--- config.mk ---
export PLATFORM = sky130hd
export DESIGN_NAME = serial_adder
export DESIGN_NICKNAME = d
export VERILOG_FILES = /design/src/rtl/serial_adder.sv
export SDC_FILE = /design/constraint.sdc
export NUM_CORES = 1
export LEC_CHECK = 0
export BUFFER_PORTS_ARGS = -buffer_cell sky130_fd_sc_hd__buf_4
export CAP_MARGIN = 0
export CORE_AREA = 2 2 61 63
export CTS_BUF_LIST = sky130_fd_sc_hd__clkbuf_4 sky130_fd_sc_hd__clkbuf_8
export CTS_CLUSTER_SIZE = 25
export DETAILED_ROUTE_END_ITERATION = 8
export DIE_AREA = 0 0 63 65
export PLACE_DENSITY = 0.69
export SETUP_SLACK_MARGIN = 0.3
export SYNTH_ARGS = -nofsm -noshare
export SYNTH_HDL_FRONTEND = slang
export SYNTH_SLANG_ARGS = --single-unit
--- constraint.sdc ---
create_clock -name clk -period 1.6 [get_ports clk]
set_input_delay 0.08 -clock clk [delete_from_list [all_inputs] [get_ports clk]]
set_output_delay 0.08 -clock clk [all_outputs]
set_load 0.02 [all_outputs]
--- src/rtl/serial_adder.sv ---
// Bit-serial adder: one result bit per clock, LSB first, with a start/busy/done handshake.
// Operands and carry-in are captured when start is accepted in IDLE; sum and cout update once per operation.
module serial_adder #(
    parameter int unsigned WIDTH = 8
) (
    input  logic             clk,
    input  logic             rst_n,
    input  logic             start,
    input  logic [WIDTH-1:0] a,
    input  logic [WIDTH-1:0] b,
    input  logic             cin,
    output logic             busy,
    output logic             done,
    output logic [WIDTH-1:0] sum,
    output logic             cout
);

    localparam int unsigned CW = (WIDTH > 1) ? $clog2(WIDTH) : 1;

    typedef enum logic [1:0] {
        IDLE,
        SHIFT,
        DONE
    } state_e;

    state_e           state_q, state_d;
    logic [WIDTH-1:0] a_q, a_d;
    logic [WIDTH-1:0] b_q, b_d;
    logic [WIDTH-1:0] psum_q, psum_d;
    logic [WIDTH-1:0] sum_q, sum_d;
    logic             carry_q, carry_d;
    logic             cout_q, cout_d;
    logic [CW-1:0]    cnt_q, cnt_d;

    logic             bit_s;
    logic             bit_c;
    logic             last_bit;
    logic [WIDTH-1:0] psum_shifted;

    // Full-adder slice on the operand LSBs and the running carry.
    always_comb begin
        bit_s        = a_q[0] ^ b_q[0] ^ carry_q;
        bit_c        = (a_q[0] & b_q[0]) | (a_q[0] & carry_q) | (b_q[0] & carry_q);
        psum_shifted = {bit_s, psum_q[WIDTH-1:1]};
        last_bit     = (cnt_q == CW'(WIDTH - 1));
    end

    always_comb begin
        state_d = state_q;
        a_d     = a_q;
        b_d     = b_q;
        psum_d  = psum_q;
        sum_d   = sum_q;
        carry_d = carry_q;
        cout_d  = cout_q;
        cnt_d   = cnt_q;

        unique case (state_q)
            IDLE: begin
                if (start) begin
                    a_d     = a;
                    b_d     = b;
                    carry_d = cin;
                    psum_d  = '0;
                    cnt_d   = '0;
                    state_d = SHIFT;
                end
            end
            SHIFT: begin
                a_d     = a_q >> 1;
                b_d     = b_q >> 1;
                carry_d = bit_c;
                psum_d  = psum_shifted;
                cnt_d   = cnt_q + CW'(1);
                if (last_bit) begin
                    // The final bit is folded in on the same edge that publishes the result.
                    sum_d   = psum_shifted;
                    cout_d  = bit_c;
                    state_d = DONE;
                end
            end
            DONE: begin
                state_d = IDLE;
            end
            default: begin
                state_d = IDLE;
            end
        endcase
    end

    always_ff @(posedge clk) begin
        if (!rst_n) begin
            state_q <= IDLE;
            a_q     <= '0;
            b_q     <= '0;
            psum_q  <= '0;
            sum_q   <= '0;
            carry_q <= 1'b0;
            cout_q  <= 1'b0;
            cnt_q   <= '0;
        end else begin
            state_q <= state_d;
            a_q     <= a_d;
            b_q     <= b_d;
            psum_q  <= psum_d;
            sum_q   <= sum_d;
            carry_q <= carry_d;
            cout_q  <= cout_d;
            cnt_q   <= cnt_d;
        end
    end

    assign busy = (state_q == SHIFT);
    assign done = (state_q == DONE);
    assign sum  = sum_q;
    assign cout = cout_q;

endmodule

==> flow_summary.yaml <==
run_status:
  status: "finished, final reports clean"
global_routing:
  grtUsageTotal_pct: 18.7
  grt_pass1_wl_um: 5960
  grt-ovfl-total: 0
  antenna_found_initial: 0
  grt_max_degree: 39
  grt_pass1_vias: 1343
synth:
  synth_area_per_cell_sq_um: 8.97
  synth_flop_cell: "dfxtp_1"
  synthesis.nets: 202
  synthArstFlopShare_pct: 0
  syn_inst: 179
  ys_seq_elements: 38
  ys_types: 28
  synth-seq-area-share_pct: 47.4
  synth_edf_count: 0
  synth_area_sq_um: 1610
  yosysWarnings: 0
floorplan:
  core_sq_um: 3500
  io_pins: 31
  std_cell_rows: 22
  die_h_um: 65
  dieArea_sq_um: 4100
  fp.dieW_um: 63
  initial_core_util_pct: 45.9
sta:
  grt_setup_unrepaired: "true"
  max_freq_ghz: 0.806
  worst_slew_pin_slew_ps: 328
  final_max_slew_viol_count: 0
  fin_setup_tns_ps: 0
  relSlewSlack_pct: 78.2
  finalSetupViolCount: 0
  hold_viol: 0
  period_needed_ps: 1240
  fin_crit_sh_pct: 77.6
  holdWs_ps: 8.20
  clock_skew_ps: 16.7
setup_path:
  crit_type: "reg2reg"
  worst_setup_path_start_kind: "register"
  worstPathMaxFanout: 9
  critical_path_arrival_ps: 1510
  end_kind: "register"
  crit_required_ps: 1870
layout:
  fin_nets: 240
  final_area_sq_um: 2070
  antennaDiodeCount: 0
  area_delta_synth_final_pct: 28.9
  layout.cells.non_filler: 265
  drive_gt1_share_pct: 23.5
  nFillCells: 315
cts:
  cts_tree: "done"
  clock-sinks: 38
  clock_path_buffers: 2
  clk_latency_ps: 350
  root_buffer: "clkbuf_4"
  cts_made_buffers: 5
  htreeDepth: 2
  cts.clk_slew.worst_paths_ps: 110
drt:
  routed_wl_um: 3460
  avgViaCountPerCell: 5.31
  drtIter0Drc: 44
  drc_errors: 0
  drt_pre_antenna_iters: 4
  ant_nets: 0
  wire_per_inst_um: 13.1
  via_count: 1407
placement:
  placedCellCount: 248
  port-buffer-count: 30
  placed_area_sq_um: 1860
  gp_congestion: 0.752
  hpwl_um: 2300
pwr:
  leakage_nw: 0.844
  ir_worst_vdd_v: 0.000563
  p_per_area_nw_per_um2: 935
min_path:
  min-delay-path-class: "in2reg"
flow_run:
  cap_violations: 0
-- worst max-delay path, stage by stage (launching register included) --
cell      delay (ps)
dfxtp_2          340
ha_1             190
ha_1             190
nand3b_1         140
buf_12           130
nand2_1           50
a21boi_0         140
-- state kept, by name, summed over array words and instances, names as in the netlist --
signal and cells:
a_q 8, b_q 8, carry_q 1, cnt_q 3
cout 1, psum_q 7, state_q 2, sum 8
-- timing repair --
item,CTS,global route
setup buffers,2,0
pin swaps,0,3
gates resized for setup,2,11
hold endpoints to repair,7,0
endpoints found under the setup margin,19,23
gates cloned,1,0
hold buffers,7,0
-- final timing paths --
kind              startpoint      to  slack (ps)  cells past startpoint
setup reg to reg    cnt_q[0]  sum[4]         360                      6
hold reg to reg       sum[6]  sum[6]         470                      2
setup / recovery    cnt_q[0]  sum[4]         360                      6
hold / removal          b[7]  b_q[7]           8                      3
-- cells in the final DEF, fill, tap and decap left out, types with 3 or more instances in the layout --
cell type      Yosys  layout
o221ai_1           4       4
a21oi_1            4       4
a21boi_1           0       6
o21ai_0           12      12
dfxtp_1           38      36
or3b_1             3       3
a21boi_0          11       5
a31oi_1            8       8
o211a_1            4       4
nor2b_1           10      10
buf_4              1      36
mux2i_1            3       3
a22oi_1            9       9
nand2_1           29      29
clkbuf_4           0       5
nand3_1           11      11
dlygate4sd3_1      0       7
-- layout make-up --
class	count	area, sq um	share of cell area [%]
Sequential cell	38	763	36.9
Clock inverter	1	30.0	1.45
Inverter	3	15.0	0.726
Tap cell	48	60.1	2.90
Timing Repair inverter	1	7.51	0.363
Clock buffer	6	51.3	2.48
Multi-Input combinational cell	124	782	37.8
Timing Repair Buffer	44	360	17.4
-- per-layer routing --
layer | global-route usage [%] | part of all wire, % | vias up
li1 | - | - | 713
met1 | 22.2 | 45 | 661
met2 | 32.2 | 50 | 27
met3 | 5.90 | 3.9 | 6
met4 | 5.83 | 1.5 | 0
met5 | 0 | 0 | -
-- where the power goes --
group	switching (mW)	internal [mW]	leakage, nW	total, mW
Clock	0.302	0.364	0.0443	0.666
Combinational	0.124	0.123	0.488	0.246
Sequential	0.0304	0.993	0.312	1.02
-- cells in the mapped netlist (2+ instances only) --
master	number	area share [%]
dfxtp_1	38	47
nand2_1	29	6.8
o21ai_0	12	3.7
a21boi_0	11	5.1
nand3_1	11	3.4
nor2b_1	10	3.9
a22oi_1	9	4.2
a31oi_1	8	3.1
buf_2	7	2.2
clkbuf_1	5	1.2
a21oi_1	4	1.2
o211a_1	4	2.5
o221ai_1	4	2.2
inv_1	3	0.70
mux2i_1	3	1.9
nand2b_1	3	1.2
or3b_1	3	1.6
and3_1	2	0.78
ha_1	2	1.6
nor2_1	2	0.47
o21ai_1	2	0.62
-- per-stage QoR --
stage | power [mW] | worst slack [ps] | utilization (%)
6_report | 1.94 | 359 | 59.2
2_1_floorplan | 1.19 | 409 | -
5_1_grt | 2.03 | 287 | 59.2
3_5_place_dp | 1.26 | 246 | 53.3
4_1_cts | 1.94 | 297 | 58.7
3_3_place_gp | 1.25 | 294 | 53.3
-- cell families after synthesis --
family / synth area share, %
simple gates: 18.6
mux: 1.87
compound gates: 24.5
fa+ha+maj: 2.81
buf+inv: 4.83
flops: 47.4
Note: power is estimated with default switching activity, not from simulation.
